===== config.mk =====
export PLATFORM = sky130hd
export DESIGN_NAME = adder_seq
export DESIGN_NICKNAME = d
export VERILOG_FILES = /design/src/rtl/adder_seq.sv
export SDC_FILE = /design/constraint.sdc
export NUM_CORES = 1
export LEC_CHECK = 0
export BUFFER_PORTS_ARGS = -buffer_cell sky130_fd_sc_hd__buf_4
export CAP_MARGIN = 20
export CORE_MARGIN = 4
export CORE_UTILIZATION = 45
export CTS_CLUSTER_SIZE = 16
export DETAILED_ROUTE_END_ITERATION = 7
export PLACE_DENSITY = 0.66
export SKIP_CTS_REPAIR_TIMING = 1
export SYNTH_ARGS = -nofsm -noshare
export SYNTH_HDL_FRONTEND = slang
export SYNTH_SLANG_ARGS = --single-unit

===== constraint.sdc =====
create_clock -name clk -period 4.1 [get_ports clk]
set_input_delay 0.41 -clock clk [delete_from_list [all_inputs] [get_ports clk]]
set_output_delay 0.41 -clock clk [all_outputs]
set_load 0.02 [all_outputs]

===== src/rtl/adder_seq.sv =====
// adder_seq: multi-cycle adder/subtractor (ADD, SUB, ADC, SBC). Operands are latched
//   when an operation is accepted. The sum is then built CHUNK bits per clock, LSB chunk
//   first, and the carry passes between chunks through a register.
// Latency: N = WIDTH/CHUNK cycles from the accepting edge to the done pulse.
//   A new operation can start in the done cycle, so back-to-back operations take N+1 cycles.
// Backpressure: start is ignored while busy. Operands are not resampled during that time.
//   out_data, cy and zero (and ov) change only at completion.
//
// Ports:
//   clk, rst_n           rising-edge clock; asynchronous active-low reset
//   start                request; accepted only when busy==0
//   sub                  1: in_data1 - in_data2, 0: in_data1 + in_data2
//   use_cy               carry-in comes from the cy flag (ADC/SBC); otherwise carry-in = sub
//   in_data1, in_data2   operands, sampled at the accepting edge
//   busy                 operation in progress
//   done                 one-cycle pulse when the result and flags update
//   out_data, cy, zero   result, carry flag (SUB: 1 = no borrow), result==0
//   ov                   signed overflow flag; present only when OVERFLOW_FLAG_EN is defined
//
// Build option: define OVERFLOW_FLAG_EN to add the ov output and its logic.

module adder_seq #(
  parameter int WIDTH = 16,
  parameter int CHUNK = 4
) (
  input  logic             clk,
  input  logic             rst_n,
  input  logic             start,
  input  logic             sub,
  input  logic             use_cy,
  input  logic [WIDTH-1:0] in_data1,
  input  logic [WIDTH-1:0] in_data2,
  output logic             busy,
  output logic             done,
  output logic [WIDTH-1:0] out_data,
  output logic             cy,
`ifdef OVERFLOW_FLAG_EN
  output logic             zero,
  output logic             ov
`else
  output logic             zero
`endif
);

  localparam int N     = WIDTH / CHUNK;
  localparam int CNT_W = (N > 1) ? $clog2(N) : 1;

  localparam logic [CNT_W-1:0] CNT_LAST = CNT_W'(N - 1);

  localparam logic [0:0] ST_IDLE = 1'b0;
  localparam logic [0:0] ST_RUN  = 1'b1;

  logic [0:0]       r_state;
  logic [CNT_W-1:0] r_cnt;
  logic [WIDTH-1:0] r_a;
  logic [WIDTH-1:0] r_b;     // operand B, already inverted for subtraction
  logic             r_c;     // carry passed between chunks
  logic [WIDTH-1:0] r_res;   // partial result, filled one chunk at a time
  logic             r_done;
  logic [WIDTH-1:0] r_out;
  logic             r_cy;
  logic             r_zero;
`ifdef OVERFLOW_FLAG_EN
  logic             r_ov;
`endif

  logic [CHUNK-1:0] w_a_ch;
  logic [CHUNK-1:0] w_b_ch;
  logic [CHUNK:0]   w_sum;
  logic [WIDTH-1:0] w_res_next;
  logic             w_last;
  logic             w_cin;
  logic [WIDTH-1:0] w_b_eff;

  // Select the operand chunk for the current counter value. Every loop index is a
  // constant, so this builds a plain mux and needs no variable part-select.
  always_comb begin
    w_a_ch = '0;
    w_b_ch = '0;
    for (int i = 0; i < N; i++) begin
      if (r_cnt == CNT_W'(i)) begin
        w_a_ch = r_a[i*CHUNK +: CHUNK];
        w_b_ch = r_b[i*CHUNK +: CHUNK];
      end
    end
  end

  // Add one chunk with one extra bit. The top bit of the sum is the carry into the next chunk.
  always_comb begin
    w_sum = {1'b0, w_a_ch} + {1'b0, w_b_ch} + {{CHUNK{1'b0}}, r_c};
  end

  // This is the partial result with the current chunk written in. On the last chunk it
  // is the full result, so out_data takes it from here at completion.
  always_comb begin
    w_res_next = r_res;
    for (int i = 0; i < N; i++) begin
      if (r_cnt == CNT_W'(i)) begin
        w_res_next[i*CHUNK +: CHUNK] = w_sum[CHUNK-1:0];
      end
    end
  end

  assign w_last = (r_cnt == CNT_LAST);

  // Subtraction is A + ~B + 1. The "+1" is the carry-in, which is set to sub unless the
  // caller chains from the stored carry flag (ADC/SBC).
  assign w_b_eff = sub ? ~in_data2 : in_data2;
  assign w_cin   = use_cy ? r_cy : sub;

  always_ff @(posedge clk or negedge rst_n) begin
    if (!rst_n) begin
      r_state <= ST_IDLE;
      r_cnt   <= '0;
      r_a     <= '0;
      r_b     <= '0;
      r_c     <= 1'b0;
      r_res   <= '0;
      r_done  <= 1'b0;
      r_out   <= '0;
      r_cy    <= 1'b0;
      r_zero  <= 1'b0;
`ifdef OVERFLOW_FLAG_EN
      r_ov    <= 1'b0;
`endif
    end else begin
      r_done <= 1'b0;
      case (r_state)
        ST_IDLE: begin
          if (start) begin
            r_a     <= in_data1;
            r_b     <= w_b_eff;
            r_c     <= w_cin;
            r_cnt   <= '0;
            r_res   <= '0;
            r_state <= ST_RUN;
          end
        end
        ST_RUN: begin
          r_res <= w_res_next;
          r_c   <= w_sum[CHUNK];
          if (w_last) begin
            r_state <= ST_IDLE;
            r_cnt   <= '0;
            r_done  <= 1'b1;
            r_out   <= w_res_next;
            r_cy    <= w_sum[CHUNK];
            r_zero  <= (w_res_next == '0);
`ifdef OVERFLOW_FLAG_EN
            // Signed overflow: the operands have the same sign and the result has the
            // other sign. This is the same as carry into the MSB XOR carry out of it.
            r_ov    <= (r_a[WIDTH-1] == r_b[WIDTH-1]) &&
                       (w_res_next[WIDTH-1] != r_a[WIDTH-1]);
`endif
          end else begin
            r_cnt <= r_cnt + CNT_W'(1);
          end
        end
        default: begin
          r_state <= ST_IDLE;
        end
      endcase
    end
  end

  assign busy     = (r_state == ST_RUN);
  assign done     = r_done;
  assign out_data = r_out;
  assign cy       = r_cy;
  assign zero     = r_zero;
`ifdef OVERFLOW_FLAG_EN
  assign ov       = r_ov;
`endif

endmodule

# Word-level counts from Yosys, hierarchy flattened
# Cells that the tools add are included.
# classes
add_sub_neg,3
eq_ne,4
mux,26
bitwise_logic,2
reduce_logical,4
# op_table
operator,n
two-way mux 4 bit,12
two-way mux 16 bit,2
one-hot mux 16 bit (2 select lines),1
logical NOT 16 bit,1
NOT 16 bit,1
two-way mux 1 bit,6
adder 4 x 4 -> 5 bit,1
adder 5 x 1 -> 5 bit,1
"== test 2 bit, second input constant",2
two-way mux 2 bit,2
one-hot mux 1 bit (2 select lines),2
one-hot mux 2 bit (2 select lines),1
AND reduction 2 bit,2
"adder 2 x 1 -> 2 bit, second input constant",1
"== test 2 x 1 -> 1 bit, second input constant",1
logical NOT 2 bit,1
"inequality test 2 bit, second input constant",1
NOT 1 bit,1
# word_totals
ff_bits,71
in_bits,37
wordCells,49

# Longest topological paths before layout
# Gate-level depths: netlist of run 1.
# depth
depth_word,9
ltp_mapped,14

# Worst setup path before layout of run 1
# No wires, ideal clock.
# synth_path
kind,register -> register
from,reg r_cnt[0]
to,"reg r_zero, in the netlist zero"
setup_time_ns,0.066
t_arrival_ns,2.898
required_ns,4.034
path_slack_ns,1.135
stages_incl_launch_ff,14
n_path_buf,2
period_less_slack_ns,2.965
cell_sequence,dfrtp_1 inv_1 ha_1 buf_2 nor2b_1 clkbuf_1 a221oi_1 nor3_1 a21o_1 ha_1 and3_4 or3_4 a2111oi_2 a22o_1
# synth_via
elab_chain_len,9
word_cells_on_any_way,20
# synth_rtl
element,line,source
"start, declared",54,logic [CNT_W-1:0] r_cnt;
"start signal, assigned",156,r_cnt <= r_cnt + CNT_W'(1);
logical NOT 2 bit,"81, 98",
two-way mux 4 bit (4 in a row),81,if (r_cnt == CNT_W'(i)) begin
adder 4 x 4 -> 5 bit,90,"w_sum = {1'b0, w_a_ch} + {1'b0, w_b_ch} + {{CHUNK{1'b0}}, r_c};"
adder 5 x 1 -> 5 bit,90,
two-way mux 4 bit,98,if (r_cnt == CNT_W'(i)) begin
logical NOT 16 bit,148,r_zero <= (w_res_next == '0);
"end signal, assigned",148,
"end, declared",62,logic r_zero;
# Parallel ways exist; a longest one is shown, timed or not.
# A chain may end at the register's enable or synchronous reset.

# Worst setup path in the final report of run 1
# layout_path
from,reg r_cnt[1]
to,reg r_res[10]
# layout_via
elab_chain_len,9
word_cells_on_any_way,16
# layout_rtl
element,line,source
logical NOT 2 bit,81,
two-way mux 4 bit (4 in a row),81,
adder 4 x 4 -> 5 bit,90,
adder 5 x 1 -> 5 bit,90,
two-way mux 4 bit (*),98,
one-hot mux 16 bit (2 select lines) (*),128,case (r_state)
"end signal, assigned",140,r_res <= w_res_next;
"end, declared",58,logic [WIDTH-1:0] r_res;
# Every way passes the cells marked *; elsewhere a longest branch is shown, timed or not.

==> metrics.txt, run 1 <==
final hold slack=between 150 and 200 ps; Register-to-Register Path Depth=11; first-pass GRT wire length=around 12000 µm; Post-DP HPWL=between 4000 and 5000 µm; combinational share of power=0.523; Seq cells post-synth=67; vias in the first global route=between 2000 and 2500; clock sink count=between 60 and 70; Reg-to-Reg End=r_res[10]$_DFFE_PN0P_; Worst R2R Start=r_cnt[1]$_DFFE_PN0P_; CP Capture Point=r_res[10]$_DFFE_PN0P_; root buf cell=clkbuf_8; min cycle time layout=~3500 ps; R2R Setup Slk=between 500 and 600 ps; Primary FF master, synth=dfrtp_1; CP Max Fanout=18; placed cell count=451; Sw Pwr=0.001475 W; Flop pwr share=0.343; Worst Hold Class=input port to async pin; 1st-iter DRT viols=55; count of pins over their slew limit=0; number of flops mapped to enable cells by yosys=0; FP Rows=30; sequential area share after synthesis=0.5182; Post-route DRC=0; Highest Clock Rate=0.2827 GHz; total die area=8611 µm²; Routability Congestion=~0.93; initial antenna violation count=0; Die Height=between 90 and 100 µm; core area=between 6000 and 7000 µm²; I/O Buffers=56; DR WL/cell=between 10 and 15 µm; power share of the clock group=0.133; Sw Ratio=0.4306; PwrDens=between 800 and 900 nW/µm²; Num CTS Buffers=9; ys async rst share=1.000; Initial Util=0.4685; Vias per Instance=approximately 5.1; antenna viol nets, final=0; Startpoint Class=flop; largest net degree at the start of global routing=68; share of layout cells above drive strength 1=0.2507; WP data required=4350 ps; clk buf depth=2; TritonCTS clock tree=yes; outcome=finished, final reports clean; commonest non-fill, non-tap cells in the layout=dfrtp_1, buf_4, nand2_1, o21ai_0, xnor2_1; Tot GR Track Use=0.1728; leakage power=approximately 1.8 nW; Final Hold Viols=0; drt pass-1 iters=4; crit path from=r_cnt[1]$_DFFE_PN0P_; Syn Std Cell Area=3236 µm²; Layout Cells excl Fill=about 470; H-tree level count=3; Worst Max-Slew Pin Slew=~900 ps; clock transition at the registers of the reported paths=roughly 70 ps; Slew Limit Headroom=0.3977; CP arrival=3790 ps; worst-skew pair later-pin latency=between 300 and 400 ps; Setup TNS=0 ps; die width=92.80 µm; Max Cap Viol=0; Worst VDD drop=between 300 and 400 µV; RSZ-0062 raised after global routing=false; Syn. warnings=0; period utilization=0.8626; final setup fails=0; library cells used by synthesis=34; fin nets=roughly 410; # IOs=between 50 and 60; Cells after Synth=around 320; commonest non-fill, non-tap cell in the layout=dfrtp_1; Int Power=between 0.0015 and 0.002 W; Clock Skews=~5.6 ps; Synth Area per Inst=~10 µm²; syn nets=between 300 and 400; crit path kind=flop to flop; ant diodes=0; fin util=0.5600; via count=between 2000 and 2500; grt ovf=0; Critical Path End Type=flop; Area Overhead vs Synth=19.53%; Routed WL=6862 µm
## state kept, by name, indices dropped and copies added, names as in the netlist
| name | flops |
|---|---|
| done | 1 |
| zero | 1 |
| r_a | 16 |
| r_b | 16 |
| busy | 1 |
| out_data | 16 |
| r_cnt | 2 |
| r_c | 1 |
| r_res | 12 |
| cy | 1 |
## routing by layer
metal | track usage | routed length, µm
met4 | 0.07448 | 143
met5 | 0 | 0
met1 | 0.2351 | 3282
met2 | 0.2621 | 3055
met3 | 0.04224 | 381
## power groups by stage
stage	logic, W	registers, W	clock network [W]
after floorplan	0.00123	0.00121	0
after global placement	0.00176	0.00119	0
after detailed placement	0.00179	0.00119	0
after CTS	0.00180	0.00118	0.000467
after global routing	0.00200	0.00122	0.000499
final	0.00179	0.00118	0.000456
## per-stage QoR
step	setup slack, ps	power, W	area, µm²
after detailed placement	608.7	0.002982	3714
after global routing	249.4	0.003721	3867
after CTS	550.4	0.003447	3867
after global placement	785.9	0.002949	3714
after floorplan	1135	0.002443	3236
final	563.1	0.003425	3867
## worst min-delay path by stage
stage                                        from  depth (start not counted)                      end
after floorplan                             rst_n                          0           busy$_DFF_PN0_
after global placement    out_data[8]$_DFFE_PN0P_                          2  out_data[8]$_DFFE_PN0P_
after detailed placement       r_b[5]$_DFFE_PN0P_                          2       r_b[5]$_DFFE_PN0P_
after CTS                                   rst_n                          1      r_b[12]$_DFFE_PN0P_
after global routing                        rst_n                          1     r_res[9]$_DFFE_PN0P_
final                                       rst_n                          1  out_data[2]$_DFFE_PN0P_
## area by class of cell
cell class	instances	area [µm²]
multi-input combinational	219	1433
clock buffer	13	138.9
timing repair buffer	60	450.4
clock inverter	3	15.01
tap	96	120.1
sequential	67	1677
fill	677	3039
inverter	9	33.78
## cell usage after synthesis (all sizes together), types with 2 or more instances
cell type | count | area share
dfrtp | 67 | 0.52
nand2 | 52 | 0.060
o21ai | 38 | 0.059
xnor2 | 17 | 0.046
clkbuf | 16 | 0.019
mux2 | 16 | 0.056
nor2 | 11 | 0.013
a21oi | 9 | 0.014
mux2i | 9 | 0.028
nor2b | 9 | 0.017
inv | 8 | 0.0093
a221oi | 7 | 0.019
a31oi | 7 | 0.014
buf | 7 | 0.010
ha | 7 | 0.027
o31ai | 5 | 0.012
nand2b | 4 | 0.0077
nand3 | 4 | 0.0062
nor3 | 4 | 0.0062
a21o | 3 | 0.0070
o22ai | 3 | 0.0058
a22o | 2 | 0.0054
a31o | 2 | 0.0054
fa | 2 | 0.012
nor4 | 2 | 0.0039
## kinds of logic after synthesis
| kind of cell | after synthesis | share of synthesized area |
|---|---|---|
| flip-flops | 67 | 0.5182 |
| AND/OR/NAND/NOR | 89 | 0.1237 |
| multiplexers | 25 | 0.08353 |
| buffers and inverters | 32 | 0.03906 |
| AO/OA/AOI/OAI | 79 | 0.1500 |
| adder cells (fa/ha/maj) | 9 | 0.03944 |
| XOR/XNOR | 17 | 0.04602 |
## worst max-delay path, stage by stage, from the launching register on
cell      delay [ps]
dfrtp_1          400
inv_1             80
ha_1             440
nor2b_1          500
a221oi_1         150
o31ai_1          320
fa_1             260
inv_1             60
fa_1             390
xnor2_1          470
mux2i_1          170
o21ai_0          200
(Power assumes the default switching activity.)
==> run 2, diff against run 1 <==
--- a/config.mk
+++ b/config.mk
@@ -11,7 +11,7 @@
 export CORE_UTILIZATION = 45
 export CTS_CLUSTER_SIZE = 16
 export DETAILED_ROUTE_END_ITERATION = 7
-export PLACE_DENSITY = 0.66
+export PLACE_DENSITY = 0.69
 export SKIP_CTS_REPAIR_TIMING = 1
 export SYNTH_ARGS = -nofsm -noshare
 export SYNTH_HDL_FRONTEND = slang
==> constraint.sdc (replaced) <==
create_clock -name clk -period 3 [get_ports clk]
set_input_delay 0.3 -clock clk [delete_from_list [all_inputs] [get_ports clk]]
set_output_delay 0.3 -clock clk [all_outputs]
set_load 0.02 [all_outputs]
==> run 2 against run 1 <==
Effect of this change: sequential share of layout area is 3.2 points lower; final cell count grew 2.6%; first-iteration DRC count is 130% higher; non-clock buffer count increased by 13; critical path type unchanged.
==> metrics.txt, run 2 (same netlist as run 1, synthesis figures left out) <==
leakage power=1.887 nW (was 1.777 nW); Worst VDD drop=533.4 µV (was 391.3 µV); CP cell instances=buf_4 -> ha_1 -> buf_6 -> o31ai_4 -> fa_2 -> inv_2 -> fa_2 -> buf_6 -> a21oi_4 -> a2111oi_4 -> a22o_1 (was inv_1 -> ha_1 -> nor2b_1 -> a221oi_1 -> o31ai_1 -> fa_1 -> inv_1 -> fa_1 -> xnor2_1 -> mux2i_1 -> o21ai_0); CP Max Fanout=15 (was 18); CP Capture Point=zero$_DFFE_PN0P_ (was r_res[10]$_DFFE_PN0P_); Tot GR Track Use=0.1757 (was 0.1728); 1st-iter DRT viols=128 (was 55); Worst Max-Slew Pin Slew=805.6 ps (was 901.2 ps); core area=6907 µm² (unchanged); Clock Skews=7.041 ps (was 5.601 ps); Final Cell Area=4178 µm² (was 3867 µm²); clk buf depth=2 (unchanged); Reg-to-Reg End=zero$_DFFE_PN0P_ (was r_res[10]$_DFFE_PN0P_); antenna viol nets, final=0 (unchanged); crit-path max cell delay=620 ps (was 500 ps); worst-skew pair later-pin latency=340 ps (about the same); Worst Hold Class=input port to async pin (unchanged); Routed WL=7360 µm (was 6862 µm); Register-to-Register Path Depth=11 (unchanged); largest net degree at the start of global routing=68 (unchanged); via count=2489 (was 2390); CP arrival=3200 ps (was 3790 ps); WP data required=3280 ps (was 4350 ps); H-tree level count=3 (unchanged); initial antenna violation count=0 (unchanged); PwrDens=1323 nW/µm² (was 885.5 nW/µm²); Area after DPL=3766 µm² (was 3714 µm²); crit path from=r_cnt[0]$_DFFE_PN0P_ (was r_cnt[1]$_DFFE_PN0P_); total die area=8611 µm² (unchanged); clock sink count=67 (unchanged); count of pins over their slew limit=0 (unchanged); crit path kind=flop to flop (unchanged); ant diodes=0 (unchanged); I/O Buffers=56 (unchanged); final hold slack=55.37 ps (was 167.1 ps); commonest non-fill, non-tap cells in the layout=buf_4, dfrtp_1, nand2_1, o21ai_0 (was dfrtp_1, buf_4, nand2_1, o21ai_0, xnor2_1); root buf cell=clkbuf_8 (unchanged); Critical Path End Type=flop (unchanged); Slew Limit Headroom=0.4629 (was 0.3977); final setup fails=0 (unchanged); final setup margin=84.77 ps (was 563.1 ps); TritonCTS clock tree=yes (unchanged); Final Hold Viols=0 (unchanged); # IOs=57 (unchanged); period utilization=0.9717 (was 0.8626); min cycle time layout=2915 ps (was 3537 ps); Area Overhead vs Synth=29.12% (was 19.53%); DP Worst Slack=-117.4 ps (was 608.7 ps); grt ovf=0 (unchanged); Post-DP HPWL=4961 µm (was 4896 µm); share of layout cells above drive strength 1=0.3342 (was 0.2507); first-pass GRT wire length=11850 µm (was 11660 µm); Routability Congestion=0.8499 (was 0.9296); commonest non-fill, non-tap cell in the layout=buf_4 (was dfrtp_1); Post-route DRC=0 (unchanged); Layout fillers=607 (was 677); Initial Util=0.4685 (unchanged); Startpoint Class=flop (unchanged); clock transition at the registers of the reported paths=70 ps (about the same); DR WL/cell=15.37 µm (was 14.69 µm); outcome=finished, final reports clean (unchanged); die width=92.80 µm (unchanged); Die Height=92.80 µm (unchanged); Max Cap Viol=0 (unchanged); FP Rows=30 (unchanged); Highest Clock Rate=0.3430 GHz (was 0.2827 GHz); fin nets=425 (was 412); Worst R2R Start=r_cnt[0]$_DFFE_PN0P_ (was r_cnt[1]$_DFFE_PN0P_); R2R Setup Slk=80 ps (was 560 ps); vias in the first global route=2481 (was 2343); drt pass-1 iters=4 (unchanged); Setup TNS=0 ps (unchanged); Slowest cell on crit path=fa_2 (was nor2b_1); Vias per Instance=5.196 (was 5.118); Num CTS Buffers=9 (unchanged)
## run 2: changes by cell type in the layout (fill, tap and decap cells not counted), sizes merged
| cell | previous run | this run |
|---|---|---|
| buf | 60 | 73 |
| clkbuf | 13 | 12 |
## run 2: area by class of cell
cell class | count | area [µm²] | area share
Sequential cell | 67 | 1678 | 0.4016
Multi-Input combinational cell | 219 | 1604 | 0.3839
Timing Repair Buffer | 73 | 579.3 | 0.1387
Clock buffer | 12 | 145.1 | 0.03474
Tap cell | 96 | 120.1 | 0.02875
Inverter | 9 | 36.28 | 0.008685
Clock inverter | 3 | 15.01 | 0.003594
## run 2: metrics by stage
step,instances,utilization,power [W]
2_1_floorplan,318,-,0.003339
3_3_place_gp,458,0.5453,0.004144
3_5_place_dp,458,0.5453,0.004214
4_1_cts,473,0.5685,0.004859
5_1_grt,479,0.6049,0.005959
6_report,479,0.6049,0.005528
## run 2: report_power, final
group          switching, W  internal (W)  total (W)
Sequential         0.000320       0.00132    0.00164
Combinational       0.00171       0.00154    0.00325
Clock              0.000321      0.000314   0.000635
## run 2: worst min path at each step
stage	endpoint	slack, ps
finish	r_res[6]$_DFFE_PN0P_	60
global route	r_res[5]$_DFFE_PN0P_	110
CTS	out_data[5]$_DFFE_PN0P_	80
detailed placement	out_data[5]$_DFFE_PN0P_	450
global placement	out_data[5]$_DFFE_PN0P_	460
floorplan	busy$_DFF_PN0_	4
## run 2: critical path: cells and delay by family, from the launching register on
kind                     cells  cell delay [ps]
buffers and inverters        4              490
adder cells (fa/ha/maj)      3             1110
AO/OA/AOI/OAI                4              800
flip-flops                   1              460
## run 2: metal layers
metal | vias up | global-route usage | part of all wire
met5 | - | 0 | 0
met4 | 0 | 0.05983 | 0.021
met3 | 18 | 0.05768 | 0.064
met2 | 67 | 0.2753 | 0.48
met1 | 1183 | 0.2288 | 0.43
li1 | 1221 | - | -
